`config.mk`:
```
export PLATFORM = sky130hd
export DESIGN_NAME = arb_mux_n
export DESIGN_NICKNAME = d
export VERILOG_FILES = /design/src/rtl/arb_pkg.sv /design/src/rtl/arb_pick.sv /design/src/rtl/arb_mux_n.sv
export SDC_FILE = /design/constraint.sdc
export NUM_CORES = 1
export LEC_CHECK = 0
export BUFFER_PORTS_ARGS = -buffer_cell sky130_fd_sc_hd__buf_2
export CORE_AREA = 5 5 88 90
export DETAILED_ROUTE_END_ITERATION = 8
export DIE_AREA = 0 0 93 95
export MAX_ROUTING_LAYER = met4
export PLACE_DENSITY_LB_ADDON = 0.1
export SYNTH_ARGS = -nofsm -noshare
export SYNTH_HDL_FRONTEND = slang
export SYNTH_SLANG_ARGS = --single-unit
```
`constraint.sdc`:
```
create_clock -name clk -period 1.7 [get_ports clk]
set_input_delay 0.085 -clock clk [delete_from_list [all_inputs] [get_ports clk]]
set_output_delay 0.085 -clock clk [all_outputs]
set_load 0.02 [all_outputs]
```
`src/rtl/arb_pkg.sv`:
```
// Shared definitions for the arbitrated multiplexer: policy codes and the
// channel-index width helper.
package arb_pkg;

  localparam int ARB_FIXED = 0;
  localparam int ARB_RR    = 1;

  // Width needed to encode a channel index; never narrower than one bit.
  function automatic int idx_width(input int n);
    return (n <= 1) ? 1 : $clog2(n);
  endfunction

endpackage

```
`src/rtl/arb_pick.sv`:
```
// Combinational masked priority picker. Scans req starting at index 0
// (fixed priority) or at start (round-robin), wrapping N-1 -> 0, and returns
// the first requester as both a one-hot grant and a binary index.
module arb_pick
  import arb_pkg::*;
#(
  parameter int N    = 4,
  parameter int CW   = 2,
  parameter int MODE = ARB_FIXED
) (
  input  logic [N-1:0]  req,
  input  logic [CW-1:0] start,
  output logic [N-1:0]  grant,
  output logic [CW-1:0] idx
);

  logic [CW-1:0] pos;
  logic          found;

  // First set request in search order wins; at most one grant bit is set.
  always_comb begin
    grant = '0;
    idx   = '0;
    found = 1'b0;
    pos   = '0;
    for (int k = 0; k < N; k++) begin
      if (MODE == ARB_RR) pos = CW'((int'(start) + k) % N);
      else                pos = CW'(k);
      if (!found && req[pos]) begin
        found      = 1'b1;
        grant[pos] = 1'b1;
        idx        = pos;
      end
    end
  end

endmodule

```
`src/rtl/arb_mux_n.sv`:
```
// N-input arbitrated multiplexer with valid/ready handshakes. Requesting
// channels are arbitrated by fixed priority or round-robin, optionally locked
// to the last winner, and the winning word is captured in a single output
// register so there is no combinational path from in_data to out_data.
module arb_mux_n
  import arb_pkg::*;
#(
  parameter  int WIDTH = 32,
  parameter  int N     = 4,
  parameter  int MODE  = ARB_FIXED,
  localparam int CW    = idx_width(N)
) (
  input  logic             clk,
  input  logic             rst,
  input  logic [N*WIDTH-1:0] in_data,
  input  logic [N-1:0]     in_valid,
  output logic [N-1:0]     in_ready,
  input  logic             lock,
  output logic [WIDTH-1:0] out_data,
  output logic [CW-1:0]    out_chan,
  output logic             out_valid,
  input  logic             out_ready
);

  logic [CW-1:0]    ptr;
  logic [CW-1:0]    last_chan;
  logic             has_grant;
  logic             load;
  logic [N-1:0]     lock_mask;
  logic [N-1:0]     req;
  logic [N-1:0]     grant;
  logic [CW-1:0]    pick_idx;
  logic [WIDTH-1:0] sel_data;

  // The output register can take a new word when empty or being drained.
  assign load = ~out_valid | out_ready;

  // Locking narrows eligibility to the last winner, but only once one exists.
  always_comb begin
    lock_mask = '1;
    if (lock && has_grant) lock_mask = N'(1) << last_chan;
  end

  // No requests reach the picker while stalled, so grant (and in_ready) is 0.
  assign req = load ? (in_valid & lock_mask) : '0;

  arb_pick #(
    .N    (N),
    .CW   (CW),
    .MODE (MODE)
  ) u_pick (
    .req   (req),
    .start (ptr),
    .grant (grant),
    .idx   (pick_idx)
  );

  // A granted channel's word is taken in the same cycle; nothing is taken in reset.
  assign in_ready = rst ? '0 : grant;

  // One-hot select of the winning channel's word into the output register.
  always_comb begin
    sel_data = '0;
    for (int i = 0; i < N; i++) begin
      if (grant[i]) sel_data = in_data[i*WIDTH +: WIDTH];
    end
  end

  // Output register and arbitration state; everything holds while stalled.
  always_ff @(posedge clk or posedge rst) begin
    if (rst) begin
      out_valid <= 1'b0;
      out_data  <= '0;
      out_chan  <= '0;
      ptr       <= '0;
      last_chan <= '0;
      has_grant <= 1'b0;
    end else if (load) begin
      if (|grant) begin
        out_data  <= sel_data;
        out_chan  <= pick_idx;
        out_valid <= 1'b1;
        last_chan <= pick_idx;
        has_grant <= 1'b1;
        if (MODE == ARB_RR) begin
          if (pick_idx == CW'(N - 1)) ptr <= '0;
          else                        ptr <= pick_idx + CW'(1);
        end
      end else begin
        out_valid <= 1'b0;
      end
    end
  end

endmodule

```
# Word level (Yosys, flattened, before mapping)
# Index checks and enable logic that the tools add are counted.
# W data, S select, Z words.
[word_totals]
output_inout_bits = 39
in_bits = 136
wordCells = 35
ff_bits = 36
[op_classes]
n_bitwise = 3
n_mux = 18
shift = 1
reduce_logical = 9
[ops]
columns = ["op", "n"]
rows = [
  ["$mux W32", 4],
  ["$mux W4", 4],
  ["$mux W1", 6],
  ["$mux W2", 3],
  ["$and A4 B4 Y4", 1],
  ["$logic_and A1 B1 Y1", 4],
  ["$reduce_or A4 Y1", 1],
  ["$shl A1 B2 Y4 const A", 1],
  ["$logic_not A1 Y1", 3],
  ["$mux W3", 1],
  ["$reduce_and A2 Y1", 1],
  ["$not A1 Y1", 1],
  ["$or A1 B1 Y1", 1],
]

# Longest topological paths before layout
# Gate-level depths: netlist of run 1.
[depth]
depth_word = 18
depth_mapped = 7
mapped_depth_nobuf = 5

# By module
# From an unflattened synthesis of run 1, not the netlist that was laid out.
[unflattened]
cells_unflattened = 232
hier_area_um2 = 2341.0
[modules_own_cells]
columns = ["module", "cells_per_inst", "seq_area_each_um2", "instances", "area_each_um2"]
rows = [
  ["arb_mux_n", 223, 900.9, 1, 2277.2],
  ["arb_pick", 9, 0.0, 1, 63.8],
]

# Worst setup path before layout of run 1
# OpenSTA, ideal clock, no wires.
[synth_timing]
kind = "reg-to-reg"
from = "register last_chan[1]"
to = "register out_data[14]"
arrival_ps = 1730
t_required_ps = 1579
path_buffers = 2
path_stages_with_launch = 7
period_less_slack_ps = 1851
setup_ps = 121
setup_slack_ps = -151
cell_sequence = "dfrtp_1 > o211ai_2 > nand2_1 > a41o_1 > buf_2 > buf_2 > a22o_1"
[synth_via]
elab_chain_cells = 16
word_cells_on_any_way = 23
classes_between = "shift (1); mux (13); bitwise (1); reduce/logical (8)"
[synth_lines]
columns = ["item", "line_no", "text"]
rows = [
  ["from (decl)", "arb_mux_n.sv:26", "logic [CW-1:0] last_chan;"],
  ["from (signal assigned)", "arb_mux_n.sv:83", "last_chan <= pick_idx;"],
  ["$shl A1 B2 Y4 (*)", "arb_mux_n.sv:41", "if (lock && has_grant) lock_mask = N'(1) << last_chan;"],
  ["$mux W4 (*)", "arb_mux_n.sv:41", ""],
  ["$and A4 B4 Y4 (*)", "arb_mux_n.sv:45", "assign req = load ? (in_valid & lock_mask) : '0;"],
  ["$mux W4 (*)", "arb_mux_n.sv:45", ""],
  ["$mux W1", "arb_pick.sv:29", "if (!found && req[pos]) begin"],
  ["$logic_not A1 Y1", "arb_pick.sv:29", ""],
  ["$logic_and A1 B1 Y1", "arb_pick.sv:29", ""],
  ["$mux W1", "arb_pick.sv:29", ""],
  ["$logic_not A1 Y1", "arb_pick.sv:29", ""],
  ["$logic_and A1 B1 Y1", "arb_pick.sv:29", ""],
  ["$mux W1", "arb_pick.sv:29", ""],
  ["$logic_not A1 Y1", "arb_pick.sv:29", ""],
  ["$logic_and A1 B1 Y1", "arb_pick.sv:29", ""],
  ["$mux W4 (*)", "arb_pick.sv:29", ""],
  ["$reduce_or A4 Y1", "arb_mux_n.sv:79", "if (|grant) begin"],
  ["$reduce_and A2 Y1 (no source line)", "-", ""],
  ["to (signal assigned)", "arb_mux_n.sv:80", "out_data <= sel_data;"],
  ["to (decl)", "arb_mux_n.sv:19", "output logic [WIDTH-1:0] out_data,"],
]
# Mark *: on every way between the ends. The rest lies on a longest branch, timed or not.
# A chain may end at the register's enable or synchronous reset.

# Worst setup path in the final report of run 1
[layout_timing]
from = "register last_chan[0]"
to = "register out_data[0]"
# The elaborated chain is that of the path after synthesis.

==> summary.md, run 1 <==
| Metric | Value |
|---|---|
| Total Power | `4500 uW` |
| Via count | `about 3000` |
| Fillcell total | `around 700` |
| Finish-stage setup viols | `33` |
| Number of synthesized register bits | `36` |
| Clk slew on worst S/H paths | `approximately 0.070 ns` |
| Number of global-route vias before repair | `3123` |
| Crit path launch | `last_chan[0]` |
| Number of distinct library cells after synthesis | `29` |
| Top cells by area, synth | `dfrtp_1, a22o_1, a31oi_1, and3_1, o22ai_1` |
| Final HPWL DP | `between 7000 and 8000 um` |
| # H-tree levels | `2` |
| Setup slack after layout | `-0.0374 ns` |
| Register area share after synthesis | `a little over a third` |
| Clock sink total | `36` |
| Post-layout min period | `1.74 ns` |
| Largest net degree at the start of global routing | `37` |
| Main synth FF type | `dfrtp_1` |
| DRT Wirelength | `approximately 10000 um` |
| Worst IR Drop VDD | `roughly 0.00052 V` |
| Layout Nets | `~610` |
| Layout cells sized above 1 | `between 50% and 60%` |
| Post-DRT Antenna Nets | `0` |
| Outcome | `finished, violations left` |
| Synthesis-to-layout area growth | `50.7%` |
| FF-to-FF Start | `last_chan[0]` |
| Post-synth EDFFs | `0` |
| Pre-CTS setup slack | `-0.107 ns` |
| Multi-input logic area | `between 1500 and 2000 um^2` |
| # DRC | `0` |
| Worst Setup End Kind | `flop` |
| Most frequent cell after synthesis | `nand2_1` |
| Clock Skews | `~0.0042 ns` |
| Final core utilization | `between 50% and 60%` |
| Die area | `between 8000 and 9000 um^2` |
| Critical Path RT | `between 1.5 and 2 ns` |
| Mapped Area | `about 2500 um^2` |
| Synth cell count leaders | `nand2_1, dfrtp_1` |
| Tcrit/Tclk final | `102%` |
| Unrepaired setup endpoints after global routing | `yes` |
| Max_cap viols | `0` |
| Initial antenna violation count | `0` |
| Yosys top cell area share | `between 30% and 40%` |
| Mean post-synth cell area | `8.46 um^2` |
| Die W | `roughly 93 um` |
| Max-slew violation count | `0` |
| Die span in y | `~95 um` |
| Max FO, Critical Path | `17` |
| Worst-Margin Slew | `roughly 0.48 ns` |
| Maximum clock path buffer count | `2` |
| CP arrival | `1.92 ns` |
| Leak | `a little under 0.002 uW` |
| Tot GR Track Use | `22.7%` |
| Io pins | `between 150 and 200` |
| CTS tree | `built` |
| Ys async rst share | `between 90% and 100%` |
| Antenna cells | `0` |
| Failing checks | `hold timing, setup timing` |
| First-pass GRT wire length | `15500 um` |
| Worst-Skew Late Latency | `between 0.2 and 0.3 ns` |
| Drt initial violations | `approximately 140` |
| Port Buffers | `approximately 170` |
| Max Fclk | `about 580 MHz` |
| Initial Util | `35.9%` |
| Core ar. | `6980 um^2` |
| Endpoints failing hold | `13` |
| Fin Hold WS | `-0.00655 ns` |
| Sequential Area | `~900 um^2` |
| 1st-pass router iterations | `4` |
| Synth area leader | `dfrtp_1` |
| YS warnings | `0` |
| Post-Synthesis Cells | `approximately 300` |
| Post-synth net total | `432` |
| Hold WC Path Type | `primary input to async pin` |
| Total gr overflow | `0` |
| Avg WL per Cell | `roughly 18 um` |
| CP startpoint kind | `flop` |
| CTS root buffer | `clkbuf_8` |
| GPL Wtd Cong | `slightly above 0.8` |
| Relative slew slack | `67.9%` |
| Rows | `31` |
| CTS Buf Count | `5` |
| Crit Path Class | `flop to flop` |
| Pwr/cell area | `1190 nW/um^2` |
| Via-to-Cell Ratio | `around 5.5` |
| FF-to-FF path depth | `5` |
==> state kept, by name (all words and copies together), names as in the netlist <==
signal / flops
out_valid: 1
out_data: 32
last_chan: 2
has_grant: 1
==> kinds of logic after synthesis <==
family                 share of synthesized area (%)
multiplexers                                   0.600
AND/OR/NAND/NOR                                 16.6
AO/OA/AOI/OAI                                   40.1
buffers and inverters                           6.70
flip-flops                                      36.0
==> worst max-delay path, stage by stage, from the launching register on <==
cell      delay [ns]
dfrtp_2         0.46
mux2_4          0.33
a211oi_4        0.28
buf_4           0.28
nand2_1         0.08
a22o_1          0.20
==> per-layer routing <==
layer	vias up	track usage, %	part of all wire (%)
li1	1500	-	-
met1	1423	29.1	43
met2	151	37.7	48
met3	10	3.75	7.8
met4	0	5.13	1.4
met5	-	-	0
==> through the flow <==
| stage | setup TNS, ns | cell area [um^2] | instances | hold WS [ns] |
|---|---|---|---|---|
| floorplan | -0.779 | 2540 | 296 | 0.221 |
| global placement | -0.404 | 3560 | 542 | 0.316 |
| detailed placement | -1.40 | 3560 | 542 | 0.323 |
| CTS | -1.28 | 3700 | 553 | 0.00784 |
| global route | -4.03 | 3770 | 556 | 0.0394 |
| finish | -0.817 | 3770 | 556 | -0.00655 |
==> path summary, 6_finish.rpt <==
| check | endpoint | slack [ns] |
|---|---|---|
| worst max-delay path | out_data[0] | -0.04 |
| worst min-delay path | out_data[27] | -0.007 |
| worst max register to register | out_data[0] | -0.04 |
| worst min register to register | out_data[14] | 0.50 |
| max in group asynchronous | last_chan[1] | 1.35 |
| min in group clk | out_data[14] | 0.13 |
==> cell type report <==
type / count / share of cell area [%]
tap: 82 / 2.72
inverter: 2 / 0.199
sequential: 36 / 24.0
clock buffer: 8 / 2.39
multi-input combinational: 226 / 40.2
timing repair buffer: 202 / 30.5
==> what timing repair did <==
action | 4_1_cts | 5_1_grt
endpoints found under the setup margin | 38 | 39
resized for setup | 5 | 11
gates cloned | 1 | 0
hold buffers | 0 | 0
buffers inserted | 2 | 3
pin swaps | 1 | 0
==> power breakdown <==
group | switching [uW] | internal [uW]
sequential | 203 | 1200
clock | 308 | 331
combinational | 1420 | 1040
total | 1930 | 2570
==> layout by cell type (no fill, tap or decap), types with 4 or more instances in the layout <==
cell,netlist,layout
a22o_1,32,32
a31oi_1,32,32
and3_1,32,32
buf_12,0,4
buf_2,5,173
buf_4,0,20
buf_6,4,5
clkbuf_8,0,6
dfrtp_1,36,33
nand2_1,41,40
o21ai_1,20,16
o21ai_2,14,17
o22ai_1,32,32
Note: power is estimated with default switching activity, not from simulation.
==> run 2: changes to the inputs <==
Settings changed: ABC_AREA set to 1, CORE_AREA 5 5 88 90 to 5 5 90 92, CTS_CLUSTER_DIAMETER set to 40, DIE_AREA 0 0 93 95 to 0 0 95 97.
==> summary.md, run 2 <==
| Metric | Value |
|---|---|
| Via count | `approximately 3400` |
| P_int | `around 2600 uW` |
| Yosys top cell area share | `between 30% and 40%` |
| Top cells by area, synth | `dfrtp_1, nand3_1, nand2_1, nand4_1, nor3_1` |
| Max-slew violation count | `0` |
| Drt initial violations | `between 80 and 90` |
| Post-synth EDFFs | `0` |
| Initial Util | `~37%` |
| Die area | `between 9000 and 10000 um^2` |
| Switching fraction of total power | `between 40% and 50%` |
| Most common cell after layout, fill and taps aside | `buf_2` |
| Most frequent cell after synthesis | `nand3_1` |
| Initial antenna violation count | `0` |
| Die span in y | `just under 100 um` |
| Port Buffers | `~170` |
| Number of synthesized register bits | `36` |
| Mapped Area | `between 2000 and 3000 um^2` |
| Worst IR Drop VDD | `approximately 0.00042 V` |
| Core ar. | `roughly 7000 um^2` |
| Max Fclk | `about 600 MHz` |
| Finish-stage setup viols | `0` |
| Worst Setup End Kind | `output pin` |
| Area post-placement | `3640 um^2` |
| Clock Skews | `0.00733 ns` |
| Post-layout min period | `about 1.7 ns` |
| Critical Path RT | `roughly 1.6 ns` |
| Biggest regs | `out_data (32), last_chan (2)` |
| Most frequent cells in the layout | `buf_2, nand3_1, nand2_1` |
| Post-DRT Antenna Nets | `0` |
| Mean post-synth cell area | `between 6 and 7 um^2` |
| Clock sink total | `36` |
| Post-Synthesis Cells | `between 300 and 400` |
| First-pass GRT wire length | `about 16000 um` |
| Leak | `between 0.002 and 0.0025 uW` |
| FF-to-FF End | `out_data[16]` |
| Maximum clock path buffer count | `2` |
| Register area share after synthesis | `between 30% and 40%` |
| Total Power | `~4700 uW` |
| Layout Nets | `between 700 and 800` |
| CP arrival | `1.59 ns` |
| Main synth FF type | `dfrtp_1` |
| # placed instances | `approximately 660` |
| Relative slew slack | `roughly two thirds` |
| Worst-Skew Late Latency | `approximately 0.28 ns` |
| Hold WC Path Type | `primary input to flop` |
| DRT Wirelength | `around 10000 um` |
| Ys async rst share | `between 90% and 100%` |
| Post-synth net total | `approximately 530` |
| Number of distinct library cells after synthesis | `23` |
| HP Start | `in_data[123]` |
| Antenna cells | `0` |
| Total gr overflow | `0` |
| Cells on Worst Hold Path | `3` |
| CTS Buf Count | `5` |
| Clk slew on worst S/H paths | `0.07 ns` |
| Synth area leader | `dfrtp_1` |
| Layout cells sized above 1 | `41.6%` |
| Synthesis-to-layout area growth | `55.1%` |
| Reg2reg setup slack | `0.07 ns` |
| Power share of the combinational group | `57.4%` |
| FF-to-FF path depth | `9` |
| Outcome | `completed` |
| GPL Wtd Cong | `0.798` |
| YS warnings | `0` |
| Clock share of power | `13.4%` |
| Tot GR Track Use | `a little under a quarter` |
| Hold path endpoint | `out_data[27]` |
| CTS tree | `built` |
| Sequential share of power | `between 20 and 30%` |
| Max_cap viols | `0` |
| Unrepaired setup endpoints after global routing | `yes` |
| # DRC | `0` |
| 1st-pass router iterations | `4` |
| FF-to-FF Start | `out_valid` |
| Post-route cell area | `a little over 4000 um^2` |
| Number of global-route vias before repair | `approximately 3400` |
| Psw | `between 2000 and 2500 uW` |
| Via-to-Cell Ratio | `around 5` |
| Max FO, Critical Path | `4` |
| Io pins | `about 180` |
| Endpoints failing hold | `0` |
| Avg WL per Cell | `~15 um` |
| Rows | `31` |
| Tcrit/Tclk final | `slightly below 100%` |
| # H-tree levels | `2` |
| CP startpoint kind | `flop` |
| Die W | `95 um` |
| Register with the most flip-flops | `out_data` |
| Final HPWL DP | `7240 um` |
| Crit Path Class | `flop to output pin` |
| Worst-Margin Slew | `between 0.4 and 0.5 ns` |
| CTS root buffer | `clkbuf_8` |
| Max FFs per register | `32` |
| Pwr/cell area | `roughly 1200 nW/um^2` |
| Non-filler cells, final | `~700` |
| Largest net degree at the start of global routing | `37` |
| Synth cell count leaders | `nand3_1, nand2_1, inv_1` |
[run 2: changes by cell type in the layout (fill, tap and decap cells not counted), sizes merged, moves of 32 or more]
| cell | change |
|---|---|
| o21ai | -34 |
| nand4 | +35 |
| nor2 | +36 |
| inv | +39 |
| a22o | -32 |
| o22ai | -32 |
| nand3 | +98 |
| and3 | -32 |
| nand2 | +37 |
[run 2: final cells by class]
class	count	area, um^2
Fill cell	739	3050
Multi-Input combinational cell	288	1480
Timing Repair Buffer	212	1320
Sequential cell	36	901
Inverter	42	173
Tap cell	99	124
Clock buffer	8	90.1
[run 2: stage by stage]
step | util, % | setup slack [ns] | hold slack (ns) | setup TNS [ns]
finish | 57.2 | 0.0245 | 0.0462 | 0
global route | 57.2 | -0.0774 | 0.0363 | -0.232
CTS | 53.9 | -0.0112 | 0.0381 | -0.0248
detailed placement | 50.9 | -0.139 | 0.264 | -0.174
global placement | 50.9 | -0.0755 | 0.255 | -0.0755
floorplan | - | 0.0609 | 0.246 | 0
[run 2: timing repair]
item / 4_1_cts / 5_1_grt
hold endpoints to repair: 36 / 0
setup buffers: 5 / 10
gates resized for setup: 12 / 33
pin swaps: 3 / 12
cloned: 2 / 2
setup endpoints to repair: 12 / 35
hold buffers: 1 / 0
[run 2: worst max path at each step]
stage / start / to / slack [ns]
6_report: last_chan[1] / in_ready[2] / 0.02
5_1_grt: last_chan[1] / in_ready[2] / -0.08
4_1_cts: out_valid / out_data[12] / -0.01
3_5_place_dp: last_chan[1] / in_ready[3] / -0.14
3_3_place_gp: last_chan[1] / in_ready[3] / -0.08
2_1_floorplan: out_valid / in_ready[2] / 0.06
[run 2: cells by family after synthesis]
family | count (synthesis) | synth area share, %
buffers and inverters | 74 | 13.1
DFF | 36 | 34.2
and+or+nand+nor | 282 | 51.2
AOI/OAI and AO/OA | 5 | 1.47
[run 2: layer usage]
metal | part of all wire (%) | GRT usage [%]
met2 | 50 | 38.4
met4 | 0.69 | 5.33
met1 | 41 | 27.5
met5 | 0 | -
met3 | 8.7 | 4.42
[run 2: power by group through the flow]
stage | clock [uW] | sequential, uW | combinational (uW)
floorplan | 0 | 1800 | 1030
global placement | 0 | 1380 | 2330
detailed placement | 0 | 1390 | 2360
CTS | 655 | 1380 | 2510
global route | 690 | 1430 | 2960
finish | 635 | 1380 | 2720
[run 2: critical path: stages (launching register included)]
cell     delay (ns)
dfrtp_1        0.36
inv_2          0.05
buf_4          0.14
nand2_1        0.10
nand2_4        0.06
nand2_4        0.12
nand2_8        0.09
buf_12         0.14
nor3_4         0.11
buf_6          0.14
